--- config.mk ---
export PLATFORM = sky130hd
export DESIGN_NAME = kme_ib_stream_arbiter
export DESIGN_NICKNAME = d
export VERILOG_FILES = /design/src/rtl/kme_arb_pkg.sv /design/src/rtl/kme_axis_skid.sv /design/src/rtl/kme_ib_stream_arbiter.sv
export SDC_FILE = /design/constraint.sdc
export NUM_CORES = 1
export LEC_CHECK = 0
export CAP_MARGIN = 20
export CORE_AREA = 3 3 173 175
export DETAILED_ROUTE_END_ITERATION = 7
export DIE_AREA = 0 0 176 178
export PLACE_DENSITY = 0.8
export RECOVER_POWER = 25
export SLEW_MARGIN = 15
export SYNTH_ARGS = -nofsm -noshare
export SYNTH_HDL_FRONTEND = slang
export SYNTH_SLANG_ARGS = --single-unit
--- constraint.sdc ---
create_clock -name clk -period 3.7 [get_ports clk]
set_clock_uncertainty 0.05 [all_clocks]
set_input_delay 0.74 -clock clk [delete_from_list [all_inputs] [get_ports clk]]
set_output_delay 0.74 -clock clk [all_outputs]
set_load 0.1 [all_outputs]
--- src/rtl/kme_arb_pkg.sv ---
// Shared types, stream widths and the round-robin pick for the KME inbound arbiter.
package kme_arb_pkg;

  localparam int unsigned AXI_S_TID_WIDTH   = 4;
  localparam int unsigned AXI_S_DP_DWIDTH   = 64;
  localparam int unsigned AXI_S_TSTRB_WIDTH = 8;
  localparam int unsigned AXI_S_USER_WIDTH  = 8;

  // rr_pick works on a fixed-size vector; callers zero-extend and pass their real count.
  localparam int unsigned RR_MAX_REQ = 8;
  localparam int unsigned RR_IDX_W   = 3;

  typedef enum logic [0:0] {IDLE = 1'b0, LOCKED = 1'b1} arb_state_e;

  // First set bit of valid at or above ptr, wrapping at n. Returns ptr when nothing is set.
  function automatic logic [RR_IDX_W-1:0] rr_pick(input logic [RR_MAX_REQ-1:0] valid,
                                                  input logic [RR_IDX_W-1:0]   ptr,
                                                  input int unsigned           n);
    logic [RR_IDX_W-1:0] pick;
    logic                found;
    int unsigned         idx;
    pick  = ptr;
    found = 1'b0;
    for (int unsigned k = 0; k < RR_MAX_REQ; k++) begin
      if (k < n && !found) begin
        idx = (32'(ptr) + k) % n;
        if (valid[idx[RR_IDX_W-1:0]]) begin
          pick  = idx[RR_IDX_W-1:0];
          found = 1'b1;
        end
      end
    end
    return pick;
  endfunction

endpackage

--- src/rtl/kme_axis_skid.sv ---
// Two-entry AXI-Stream register slice. The output comes straight from the head register.
module kme_axis_skid #(
  parameter int unsigned WIDTH = 8
) (
  input  logic             clk,
  input  logic             rst_n,
  input  logic             in_valid,
  output logic             in_ready,
  input  logic [WIDTH-1:0] in_data,
  output logic             out_valid,
  input  logic             out_ready,
  output logic [WIDTH-1:0] out_data
);

  logic [1:0]       count_q, count_d;
  logic [WIDTH-1:0] head_q, head_d;
  logic [WIDTH-1:0] tail_q, tail_d;
  logic             push, pop;

  assign out_valid = (count_q != 2'd0);
  assign out_data  = head_q;
  assign pop       = out_valid & out_ready;
  // Room exists when fewer than two entries remain after this cycle's pop.
  assign in_ready  = (count_q != 2'd2) | out_ready;
  assign push      = in_valid & in_ready;

  // Next-state for occupancy and the two data registers.
  always_comb begin
    count_d = count_q;
    head_d  = head_q;
    tail_d  = tail_q;
    case ({push, pop})
      2'b10: begin
        if (count_q == 2'd0) head_d = in_data;
        else                 tail_d = in_data;
        count_d = count_q + 2'd1;
      end
      2'b01: begin
        head_d  = tail_q;
        count_d = count_q - 2'd1;
      end
      2'b11: begin
        if (count_q == 2'd1) begin
          head_d = in_data;
        end else begin
          head_d = tail_q;
          tail_d = in_data;
        end
      end
      default: ;
    endcase
  end

  // Slice state; reset empties both entries so tvalid drops immediately.
  always_ff @(posedge clk or negedge rst_n) begin
    if (!rst_n) begin
      count_q <= 2'd0;
      head_q  <= '0;
      tail_q  <= '0;
    end else begin
      count_q <= count_d;
      head_q  <= head_d;
      tail_q  <= tail_d;
    end
  end

endmodule

--- src/rtl/kme_ib_stream_arbiter.sv ---
// Frame-granular round-robin arbiter sharing the KME inbound AXI-Stream port among requesters.
module kme_ib_stream_arbiter
  import kme_arb_pkg::*;
#(
  parameter int unsigned N_REQ        = 4,
  parameter bit          TID_FROM_IDX = 1'b0,
  localparam int unsigned IDX_W       = (N_REQ > 1) ? $clog2(N_REQ) : 1
) (
  input  logic                                clk,
  input  logic                                rst_n,
  input  logic [N_REQ-1:0]                    req_tvalid,
  output logic [N_REQ-1:0]                    req_tready,
  input  logic [N_REQ-1:0]                    req_tlast,
  input  logic [N_REQ*AXI_S_TID_WIDTH-1:0]    req_tid,
  input  logic [N_REQ*AXI_S_DP_DWIDTH-1:0]    req_tdata,
  input  logic [N_REQ*AXI_S_TSTRB_WIDTH-1:0]  req_tstrb,
  input  logic [N_REQ*AXI_S_USER_WIDTH-1:0]   req_tuser,
  output logic                                kme_ib_tvalid,
  input  logic                                kme_ib_tready,
  output logic                                kme_ib_tlast,
  output logic [AXI_S_TID_WIDTH-1:0]          kme_ib_tid,
  output logic [AXI_S_DP_DWIDTH-1:0]          kme_ib_tdata,
  output logic [AXI_S_TSTRB_WIDTH-1:0]        kme_ib_tstrb,
  output logic [AXI_S_USER_WIDTH-1:0]         kme_ib_tuser,
  output logic                                arb_busy,
  output logic [IDX_W-1:0]                    arb_grant_idx,
  output logic [N_REQ-1:0]                    arb_frame_done
);

  localparam int unsigned SKID_W = AXI_S_TID_WIDTH + AXI_S_DP_DWIDTH + AXI_S_TSTRB_WIDTH +
                                   AXI_S_USER_WIDTH + 1;

  arb_state_e        state_q, state_d;
  logic [IDX_W-1:0]  grant_q, grant_d;
  logic [IDX_W-1:0]  rr_ptr_q, rr_ptr_d;
  logic [N_REQ-1:0]  done_q, done_d;
  logic              en_q;
  logic [IDX_W-1:0]  sel;
  logic              sel_valid, sel_last;
  logic              skid_ready, has_room, accept;
  logic [AXI_S_TID_WIDTH-1:0] beat_tid;
  logic [SKID_W-1:0] skid_in, skid_out;

  // Locked frames keep their owner; otherwise the round-robin winner is selected.
  assign sel = (state_q == LOCKED) ? grant_q
             : IDX_W'(rr_pick(RR_MAX_REQ'(req_tvalid), RR_IDX_W'(rr_ptr_q), N_REQ));

  assign sel_valid = req_tvalid[sel];
  assign sel_last  = req_tlast[sel];
  // en_q keeps every tready low while reset is asserted, independent of requester valids.
  assign has_room  = skid_ready & en_q;
  assign accept    = has_room & sel_valid;
  assign req_tready = has_room ? (N_REQ'(1) << sel) : '0;

  assign beat_tid = TID_FROM_IDX ? AXI_S_TID_WIDTH'(sel)
                                 : req_tid[sel*AXI_S_TID_WIDTH +: AXI_S_TID_WIDTH];
  assign skid_in  = {beat_tid,
                     req_tdata[sel*AXI_S_DP_DWIDTH +: AXI_S_DP_DWIDTH],
                     req_tstrb[sel*AXI_S_TSTRB_WIDTH +: AXI_S_TSTRB_WIDTH],
                     req_tuser[sel*AXI_S_USER_WIDTH +: AXI_S_USER_WIDTH],
                     sel_last};

  kme_axis_skid #(
    .WIDTH (SKID_W)
  ) u_skid (
    .clk       (clk),
    .rst_n     (rst_n),
    .in_valid  (sel_valid & en_q),
    .in_ready  (skid_ready),
    .in_data   (skid_in),
    .out_valid (kme_ib_tvalid),
    .out_ready (kme_ib_tready),
    .out_data  (skid_out)
  );

  assign {kme_ib_tid, kme_ib_tdata, kme_ib_tstrb, kme_ib_tuser, kme_ib_tlast} = skid_out;
  assign arb_busy       = (state_q == LOCKED);
  assign arb_grant_idx  = grant_q;
  assign arb_frame_done = done_q;

  // Frame lock, round-robin pointer advance and frame-done pulse on each accepted beat.
  always_comb begin
    state_d  = state_q;
    grant_d  = grant_q;
    rr_ptr_d = rr_ptr_q;
    done_d   = '0;
    if (accept) begin
      grant_d = sel;
      if (sel_last) begin
        state_d  = IDLE;
        rr_ptr_d = (32'(sel) == N_REQ - 1) ? '0 : sel + IDX_W'(1);
        done_d   = N_REQ'(1) << sel;
      end else begin
        state_d = LOCKED;
      end
    end
  end

  // Arbiter state registers.
  always_ff @(posedge clk or negedge rst_n) begin
    if (!rst_n) begin
      state_q  <= IDLE;
      grant_q  <= '0;
      rr_ptr_q <= '0;
      done_q   <= '0;
      en_q     <= 1'b0;
    end else begin
      state_q  <= state_d;
      grant_q  <= grant_d;
      rr_ptr_q <= rr_ptr_d;
      done_q   <= done_d;
      en_q     <= 1'b1;
    end
  end

endmodule
==> results.tsv, run 1 <==
stage	metric	value	unit
die	boundaryPins	444	
grt	overflow	0	
power_and_ir_drop	p_per_area	1060	nW/um^2
setup_path	critPathTopFamily	buffers and inverters	
die	die_x	176	um
timing	fin_hold_ws	0.433	ns
timing	final_max_slew_viol_count	80	
setup_path	critPathMaxStageDelay	0.49	ns
detailed_routing	drcViolationCount	0	
timing	period_minus_slack	3.55	ns
yosys	yosysWarnings	0	
layout	areaGrowthSynthToFinish	51.7	%
timing	tns	0	ns
cts	numClockSinks	182	
detailed_routing	vias	10700	
cts	root_buffer	clkbuf_16	
die	core_area	28600	sq um
worst_hold_path	hold_depth	2	
placed_design	io_buffer_count	443	
placed_design	hpwl	28.1	mm
yosys	synth_top_area_share	41.2	%
placed_design	gp_congestion	0.848	
timing	fin_ws	0.152	ns
detailed_routing	drtIter0Drc	620	
setup_path	cp.depth	9	
worst_hold_path	hold_class	reg -> reg	
die	fp-row-count	62	
cts	cts_made_buffers	17	
yosys	ys_top_cells_by_area	dfrtp_1, mux2i_1, nor2_1	
timing	relSlewSlack	-37.0	%
run_status	violations	capacitance limit, slew limit	
run_status	outcome	complete, but fails checks	
layout	final_common_cell	clkdlybuf4s50_1	
die	initial_core_util	38.6	%
yosys	synthesis.area	11100	sq um
setup_path	path_cells	clkdlybuf4s50_1, and3b_1, nor4_1, o31a_2, buf_4, clkinv_1, ha_1, and2_1, buf_12	
grt	grt_max_degree	86	
setup_path	cp.arrival	2.76	ns
layout	final_cell_mix	clkdlybuf4s50_1, nor2_1, dfrtp_1, nand2_1, mux2i_1	
setup_path	crit_fanout	5	
setup_path	endpoint_kind	output pin	
detailed_routing	firstDrtPassIters	5	
cts	path_clk_slew	0.07	ns
cts	cts_setup_buffers	0	
yosys	yosysSeqAreaShare	41.2	%
setup_path	crit_path_top_delay_cell	clkdlybuf4s50_1	
grt	grt_pass1_vias	11100	
die	die-area	31300	sq um
detailed_routing	ant_nets	0	
timing	fmax	0.282	GHz
layout	fin_util	58.6	%
grt	grt_pass1_wl	58.4	mm
setup_path	worst-setup-path-type	in -> out	
setup_path	cp.required	2.91	ns
timing	hold_viol_final	0	
yosys	synth_edf_count	0	
cts	cts_max_path_buffers	2	
timing	fin_crit_sh	95.9	%
power_and_ir_drop	power_leakage	7.72	nW
grt	grt_antenna_before_repair	1	
power_and_ir_drop	ir_drop	0.762	mV
detailed_routing	wirelength	37.5	mm
setup_path	worstSetupStartpointType	input pin	
cts	cts_tree	yes	
layout	fin_nets	2004	
setup_path	crit_buf_inv	4	
placed_design	post-place-ws	-0.107	ns
timing	worst_slew_pin_slew	2.05	ns
yosys	synth.distinct_cells	43	
layout	fillers	2401	
cts	cts-htree-levels	4	
grt	grt_util_all_layers	23.2	%
layout	drive_gt1_share	8.61	%
yosys	synthCells	1223	
timing	setup_viol	0	
die	die-height	178	um
yosys	synthesis.nets	1580	
timing	rsz0062_at_grt	no	
run	drv_cap	1	
setup_path	r2r_cells	14	
yosys	synth-seq-cells	182	
detailed_routing	wl_per_cell	18.3	um
yosys	avgSynthCellArea	9.04	sq um
cts	worstSkewPairLatency	0.42	ns
yosys	async_flop_share	100	%
detailed_routing	avgViaCountPerCell	5.25	
yosys	synth-main-ff-cell	dfrtp_1	
yosys	synth_area_leader_cell	dfrtp_1	
==> metrics by stage <==
stage	area, sq um	power, mW	cells
floorplan	11100	12.4	1223
finish	16800	17.8	2046
global route	16800	18.9	2045
global placement	16200	15.7	2012
CTS	16800	17.9	2044
detailed placement	16200	16.0	2012
==> synth_stat cells (2+ instances only) <==
cell type	number
nand2b_1	5
o221ai_1	85
dfrtp_1	182
nor2_1	259
o21ai_0	88
nor2b_1	3
mux2_2	36
o21ai_1	2
and2_1	9
o2bb2ai_1	2
nand2_1	183
buf_2	23
mux2_1	50
inv_1	9
nor3_1	3
mux2i_1	171
buf_1	9
buf_4	3
ha_1	10
o21a_1	2
xnor2_1	2
clkbuf_1	52
nand3_1	3
buf_6	6
a21oi_1	8
==> repair_timing <==
| action | 4_1_cts | 5_1_grt |
|---|---|---|
| hold buffers | 0 | 0 |
| resized for setup | 0 | 3 |
| endpoints found under the setup margin | 0 | 3 |
==> cell type report <==
| class | instances | area, sq um | share of cell area [%] |
|---|---|---|---|
| Clock buffer | 19 | 443 | 2.64 |
| Antenna cell | 2 | 5.00 | 0.0298 |
| Tap cell | 384 | 480 | 2.87 |
| Multi-Input combinational cell | 937 | 6060 | 36.2 |
| Inverter | 11 | 42.5 | 0.254 |
| Timing Repair Buffer | 498 | 5030 | 30.0 |
| Sequential cell | 182 | 4550 | 27.2 |
| Clock inverter | 13 | 153 | 0.910 |
==> path summary, 6_finish.rpt <==
check,slack (ns),start,end
worst min register to register,0.43,u_skid.tail_q[55]$_DFFE_PN0P_,u_skid.tail_q[55]$_DFFE_PN0P_
min in group asynchronous,0.82,rst_n,u_skid.out_data[10]$_DFFE_PN0P_
max in group asynchronous,0.64,rst_n,u_skid.tail_q[35]$_DFFE_PN0P_
worst max-delay path,0.15,req_tvalid[0],req_tready[1]
worst min-delay path,0.43,u_skid.tail_q[55]$_DFFE_PN0P_,u_skid.tail_q[55]$_DFFE_PN0P_
worst max register to register,0.73,rr_ptr_q[1]$_DFFE_PN0P_,u_skid.out_data[70]$_DFFE_PN0P_
==> state kept, by name, summed over array words and instances (netlist names) <==
| register | cells |
|---|---|
| u_skid.tail_q | 85 |
| u_skid.out_data | 85 |
| arb_frame_done | 4 |
| arb_busy | 1 |
| u_skid.count_q | 2 |
| arb_grant_idx | 2 |
| rr_ptr_q | 2 |
| en_q | 1 |
==> power by group <==
| group | internal [mW] | switching (mW) |
|---|---|---|
| Clock | 0.987 | 0.873 |
| Sequential | 2.95 | 0.525 |
| Combinational | 4.27 | 8.22 |
| Total | 8.21 | 9.62 |
==> logic make-up after synthesis <==
| group | count (synthesis) | synth area share, % |
|---|---|---|
| compound gates | 198 | 12.4 |
| xor+xnor | 2 | 0.158 |
| fa+ha+maj | 10 | 1.13 |
| buf+inv | 104 | 4.30 |
| flops | 182 | 41.2 |
| mux | 257 | 24.2 |
| other cells | 1 | 0.0339 |
| simple gates | 469 | 16.5 |
==> layer usage <==
layer	wire [um]	track usage, %
met3	2490	4.77
met5	0	0
met1	14600	27.7
met2	19400	41.7
met4	959	7.46
==> worst register-to-register path, stage by stage, from the launching register on <==
cell,delay (ns)
dfrtp_1,0.48
o2bb2ai_1,0.18
a21oi_1,0.21
o21a_1,0.17
o21ai_0,0.08
buf_4,0.17
a31oi_4,0.21
inv_1,0.08
ha_1,0.19
a21oi_1,0.22
nor2_4,0.08
buf_12,0.18
nand2_1,0.14
o221ai_1,0.10
mux2_1,0.33
Power figures use the tool's default switching activity.
==> run 2, diff against run 1 <==
- CORE_AREA: 3 3 173 175 -> default
- CORE_ASPECT_RATIO: default -> 0.7
- CORE_MARGIN: default -> 3
- CORE_UTILIZATION: default -> 44
- CTS_CLUSTER_DIAMETER: default -> 80
- DIE_AREA: 0 0 176 178 -> default
- PLACE_DENSITY: 0.8 -> 0.88
- SLEW_MARGIN: 15 -> default
==> run 2 against run 1 <==
Against the previous run: the flow still finishes with violations (capacitance limit, slew limit); combinational power about the same; global-route usage is 4.2 points higher; final cell count fell by 4.1%; non-clock buffer count shrank 16; utilization is 10 points higher; sequential power about the same; flip-flop and latch count is the same; die area shrank 14%; clock power grew 5%; routed wire length rose by 1.7%; register-to-register slack hardly changed; critical endpoint is now req_tready[0]; highest routed layer unchanged.
==> results.tsv, run 2 (synthesized netlist as in run 1, its figures left out) <==
stage	metric	value	unit
setup_path	crit_fanout	8	
setup_path	r2r_cells	14	
run	drv_cap	1	
setup_path	cp.required	2.91	ns
setup_path	crit_path_top_delay_cell	clkdlybuf4s50_1	
cts	hold_buffers	0	
cts	cts_setup_buffers	0	
detailed_routing	vias	10900	
setup_path	reg2reg_slack	0.73	ns
layout	instances_no_fill	1963	
timing	final_max_slew_viol_count	75	
detailed_routing	drcViolationCount	0	
placed_design	hpwl	28.2	mm
power_and_ir_drop	comb_power_share	69.6	%
cts	worstSkewPairLatency	0.43	ns
cts	root_buffer	clkbuf_16	
placed_design	gp_congestion	0.798	
run_status	outcome	complete, but fails checks	
cts	cts_tree	yes	
run_status	violations	capacitance limit, slew limit	
detailed_routing	wirelength	38.2	mm
timing	relSlewSlack	-30.0	%
layout	fillers	1836	
timing	worst_slew_pin_slew	1.95	ns
worst_hold_path	hold_class	reg -> reg	
power_and_ir_drop	p_per_area	1080	nW/um^2
grt	grt_util_all_layers	27.4	%
timing	fin_hold_ws	0.433	ns
grt	overflow	0	
setup_path	reg2reg_to	u_skid.out_data[36]$_DFFE_PN0P_	
power_and_ir_drop	power_frac_seq	19.5	%
cts	path_clk_slew	0.07	ns
layout	final_cell_mix	clkdlybuf4s50_1, nor2_1, dfrtp_1, nand2_1, mux2i_1	
layout	fin_nets	1988	
power_and_ir_drop	finalPower	17.9	mW
grt	grt_pass1_vias	11300	
die	die-area	27100	sq um
power_and_ir_drop	power_leakage	7.66	nW
setup_path	path_cells	clkdlybuf4s50_1, nor3_1, nor4_1, o31a_2, buf_4, clkinv_1, ha_1, and2_1, buf_12	
grt	grt_antenna_before_repair	1	
setup_path	endpoint_kind	output pin	
setup_path	worstSetupStartpointType	input pin	
die	fp-row-count	47	
timing	setup_viol	0	
setup_path	crit_end	req_tready[0]	
detailed_routing	firstDrtPassIters	5	
setup_path	worst-setup-path-type	in -> out	
cts	cts_max_path_buffers	2	
setup_path	cp.arrival	2.77	ns
layout	final_common_cell	clkdlybuf4s50_1	
layout	drive_gt1_share	7.85	%
detailed_routing	drtIter0Drc	620	
grt	grt_max_degree	91	
power_and_ir_drop	internal_power	8.29	mW
placed_design	io_buffer_count	443	
placed_design	placedCellCount	1930	
grt	grt_pass1_wl	60.2	mm
die	core_area	24200	sq um
power_and_ir_drop	p_clk_share	10.9	%
detailed_routing	avgViaCountPerCell	5.56	
detailed_routing	wl_per_cell	19.4	um
power_and_ir_drop	switching_power	9.63	mW
power_and_ir_drop	power.share.switching	53.7	%
cts	cts-htree-levels	4	
layout	areaGrowthSynthToFinish	50.6	%
timing	period_minus_slack	3.56	ns
cts	numClockSinks	182	
power_and_ir_drop	ir_drop	0.758	mV
timing	fin_crit_sh	96.3	%
timing	hold_viol_final	0	
die	boundaryPins	444	
setup_path	r2r-start	rr_ptr_q[1]$_DFFE_PN0P_	
detailed_routing	ant_nets	0	
cts	cts_made_buffers	17	
timing	rsz0062_at_grt	no	
timing	fmax	0.281	GHz
setup_path	critPathMaxStageDelay	0.60	ns
die	die-height	139	um
die	initial_core_util	45.7	%
setup_path	crit_start	req_tvalid[2]	
die	die_x	195	um
## run 2: cell count changes in the layout (fill, tap and decap cells not counted), sizes merged
cell / change
dlymetal6s2s: -2
diode: -1
clkinvlp: +2
clkinv: +2
clkbuf: -1
bufinv: +2
inv: -6
clkdlybuf4s50: +3
buf: -16
## run 2: power by group through the flow
stage / sequential (mW) / clock, mW / combinational, mW
4_1_cts: 3.48 / 1.97 / 12.5
3_5_place_dp: 3.51 / 0 / 12.5
3_3_place_gp: 3.45 / 0 / 12.1
5_1_grt: 3.59 / 2.05 / 13.3
2_1_floorplan: 6.66 / 0 / 5.77
6_report: 3.50 / 1.95 / 12.5
## run 2: timing repair
| item | 4_1_cts | 5_1_grt |
|---|---|---|
| endpoints found under the hold margin | 0 | 0 |
| endpoints found under the setup margin | 0 | 3 |
| resized for setup | 0 | 2 |
## run 2: routing by layer
metal	wire length [um]	global-route usage (%)	part of all wire (%)	up-vias
met4	1240	9.79	3.2	0
li1	-	-	-	5080
met5	0	0	0	-
met3	3190	6.58	8.4	80
met2	19400	48.4	51	532
met1	14300	32.6	37	5227
## run 2: through the flow
stage / TNS [ns] / worst slack [ns] / area [sq um] / util, %
after CTS: 0 / 0.0719 / 16700 / 68.9
final: 0 / 0.136 / 16600 / 68.9
after detailed placement: -7.49 / -0.114 / 16000 / 66.4
after global routing: 0 / 0.0310 / 16600 / 68.9
after global placement: 0 / 0.0000258 / 16000 / 66.4
after floorplan: 0 / 0.00523 / 11100 / -
## run 2: area by class of cell
| cell class | count | area [sq um] | share of cell area, % |
|---|---|---|---|
| Multi-Input combinational cell | 937 | 6070 | 36.4 |
| Timing Repair Buffer | 482 | 4960 | 29.8 |
| Sequential cell | 182 | 4550 | 27.4 |
| Clock buffer | 19 | 453 | 2.72 |
| Tap cell | 318 | 398 | 2.39 |
| Clock inverter | 13 | 168 | 1.01 |
| Inverter | 11 | 42.5 | 0.256 |
| Antenna cell | 1 | 2.50 | 0.0150 |
## run 2: worst min path at each step
| stage | from | slack [ns] | cells after the start | to |
|---|---|---|---|---|
| floorplan | rst_n | 0.39 | 0 | arb_busy$_DFFE_PN0P_ |
| global placement | u_skid.tail_q[68]$_DFFE_PN0P_ | 0.41 | 2 | u_skid.tail_q[68]$_DFFE_PN0P_ |
| detailed placement | u_skid.tail_q[48]$_DFFE_PN0P_ | 0.42 | 2 | u_skid.tail_q[48]$_DFFE_PN0P_ |
| CTS | rst_n | 0.27 | 1 | u_skid.out_data[11]$_DFFE_PN0P_ |
| global route | u_skid.tail_q[78]$_DFFE_PN0P_ | 0.46 | 2 | u_skid.tail_q[78]$_DFFE_PN0P_ |
| finish | u_skid.tail_q[74]$_DFFE_PN0P_ | 0.43 | 2 | u_skid.tail_q[74]$_DFFE_PN0P_ |
## run 2: worst max-delay path: cells and delay by family
kind | cells | cell delay [ns]
buffers and inverters | 4 | 1.08
and+or+nand+nor | 3 | 0.54
AOI/OAI and AO/OA | 1 | 0.22
adders and majority gates | 1 | 0.19
==> run 3, diff against run 2 <==
- REMOVE_ABC_BUFFERS: default -> 1
==> run 3 against run 2 <==
Against the previous run: the flow still finishes with violations (capacitance limit, slew limit); global-route usage shrank 0.19 points; sequential power is essentially flat; fmax grew 1.2%; register-to-register slack lost 0.08 ns; critical endpoint is now req_tready[1]; critical path depth is the same; total power shrank 0.48%; die area is the same.
==> results.tsv, run 3 (synthesized netlist as in run 1, its figures left out) <==
stage	metric	value	unit
run_status	outcome	complete, but fails checks	
run_status	violations	capacitance limit, slew limit	
placed_design	gp_congestion	0.865	
layout	drive_gt1_share	7.85	%
power_and_ir_drop	p_clk_share	10.4	%
grt	grt_util_all_layers	27.2	%
timing	worst_slew_pin_slew	1.79	ns
timing	fin_crit_sh	95.2	%
placed_design	dpl_cell_area	16000	sq um
cts	hold_buffers	0	
cts	cts_tree	yes	
worst_hold_path	min_from	u_skid.tail_q[57]$_DFFE_PN0P_	
detailed_routing	vias	11000	
setup_path	cp.required	2.91	ns
timing	fin_hold_ws	0.434	ns
placed_design	io_buffer_count	443	
setup_path	endpoint_kind	output pin	
setup_path	crit_fanout	5	
placed_design	hpwl	28.7	mm
power_and_ir_drop	power_frac_seq	19.5	%
setup_path	cp.arrival	2.73	ns
timing	final_max_slew_viol_count	72	
detailed_routing	wirelength	38.7	mm
power_and_ir_drop	finalPower	17.8	mW
cts	root_buffer	clkbuf_16	
layout	fillers	1823	
grt	overflow	0	
timing	fin_ws	0.179	ns
layout	finish.instance_area	16600	sq um
detailed_routing	drcViolationCount	0	
layout	areaGrowthSynthToFinish	50.3	%
layout	final_cell_mix	clkdlybuf4s50_1, nor2_1, dfrtp_1, nand2_1, mux2i_1	
cts	cts-htree-levels	4	
layout	fin_util	68.8	%
die	die-area	27100	sq um
power_and_ir_drop	internal_power	8.14	mW
grt	grt_max_degree	86	
timing	relSlewSlack	-19.4	%
placed_design	post-place-ws	-0.155	ns
die	die_x	195	um
power_and_ir_drop	ir_drop	0.837	mV
setup_path	r2r_cells	13	
grt	grt_pass1_wl	59.7	mm
cts	cts_made_buffers	17	
layout	register_area	4550	sq um
power_and_ir_drop	power.share.switching	54.4	%
die	boundaryPins	444	
power_and_ir_drop	power_leakage	7.66	nW
layout	multiInputGateArea	6070	sq um
die	initial_core_util	45.7	%
detailed_routing	drtIter0Drc	651	
detailed_routing	firstDrtPassIters	5	
setup_path	worst-setup-path-type	in -> out	
cts	worstSkewPairLatency	0.43	ns
worst_hold_path	hold_depth	2	
layout	fin_nets	1988	
power_and_ir_drop	switching_power	9.70	mW
detailed_routing	wl_per_cell	19.7	um
run	drv_cap	1	
cts	cts_max_path_buffers	2	
layout	final_common_cell	clkdlybuf4s50_1	
timing	period_minus_slack	3.52	ns
setup_path	reg2reg_to	u_skid.out_data[48]$_DFFE_PN0P_	
detailed_routing	ant_nets	0	
cts	numClockSinks	182	
grt	grt_pass1_vias	11200	
power_and_ir_drop	p_per_area	1070	nW/um^2
timing	fmax	0.284	GHz
setup_path	reg2reg_slack	0.65	ns
die	fp-row-count	47	
timing	setup_viol	0	
worst_hold_path	hold-path-endpoint	u_skid.tail_q[57]$_DFFE_PN0P_	
worst_hold_path	hold_class	reg -> reg	
timing	hold_viol_final	0	
die	core_area	24200	sq um
setup_path	worstSetupStartpointType	input pin	
timing	tns	0	ns
die	die-height	139	um
layout	instances_no_fill	1964	
grt	grt_antenna_before_repair	2	
cts	path_clk_slew	0.07	ns
timing	rsz0062_at_grt	no	
placed_design	placedCellCount	1930	
power_and_ir_drop	comb_power_share	70.1	%
detailed_routing	avgViaCountPerCell	5.59	
setup_path	r2r-start	rr_ptr_q[1]$_DFFE_PN0P_	
run 3: worst max-delay path, stage by stage:
cell             delay (ns)
clkdlybuf4s50_1        0.49
and3b_1                0.23
nor4_2                 0.22
o31a_2                 0.21
buf_4                  0.17
clkinv_1               0.12
ha_1                   0.19
and2_1                 0.18
buf_12                 0.18
run 3: layer usage:
metal  track usage [%]  wire length, um  vias to the layer above
li1                  -                -                     5077
met1              33.4            14600                     5286
met2              47.0            19700                      541
met3              6.44             3220                       76
met4              9.45             1180                        0
met5                 0                0                        -
run 3: layout make-up:
type | count | share of cell area (%)
inverter | 11 | 0.256
clock inverter | 13 | 0.964
clock buffer | 19 | 2.67
multi-input combinational | 937 | 36.5
tap | 318 | 2.39
antenna | 2 | 0.0301
sequential | 182 | 27.4
timing repair buffer | 482 | 29.7
run 3: worst max-delay path by stage:
stage	startpoint	end	slack, ns	cells past startpoint
after global placement	req_tvalid[3]	u_skid.out_data[29]$_DFFE_PN0P_	-0.08	15
after CTS	req_tvalid[3]	req_tready[1]	0.0008	9
after detailed placement	req_tvalid[3]	u_skid.out_data[48]$_DFFE_PN0P_	-0.16	14
after global routing	req_tvalid[0]	req_tready[1]	0.02	9
after floorplan	req_tvalid[0]	u_skid.tail_q[0]$_DFFE_PN0P_	-10.52	7
final	req_tvalid[0]	req_tready[1]	0.18	9
run 3: power groups by stage:
stage               registers, mW  clock network (mW)  logic [mW]
finish                       3.48                1.85        12.5
global route                 3.58                1.97        13.3
CTS                          3.47                1.88        12.5
detailed placement           3.49                   0        12.5
global placement             3.45                   0        12.1
floorplan                    6.60                   0        4.81
run 3: timing repair:
action / 4_1_cts / 5_1_grt
resized for setup: 0 / 5
setup endpoints to repair: 0 / 4
setup buffers: 0 / 0
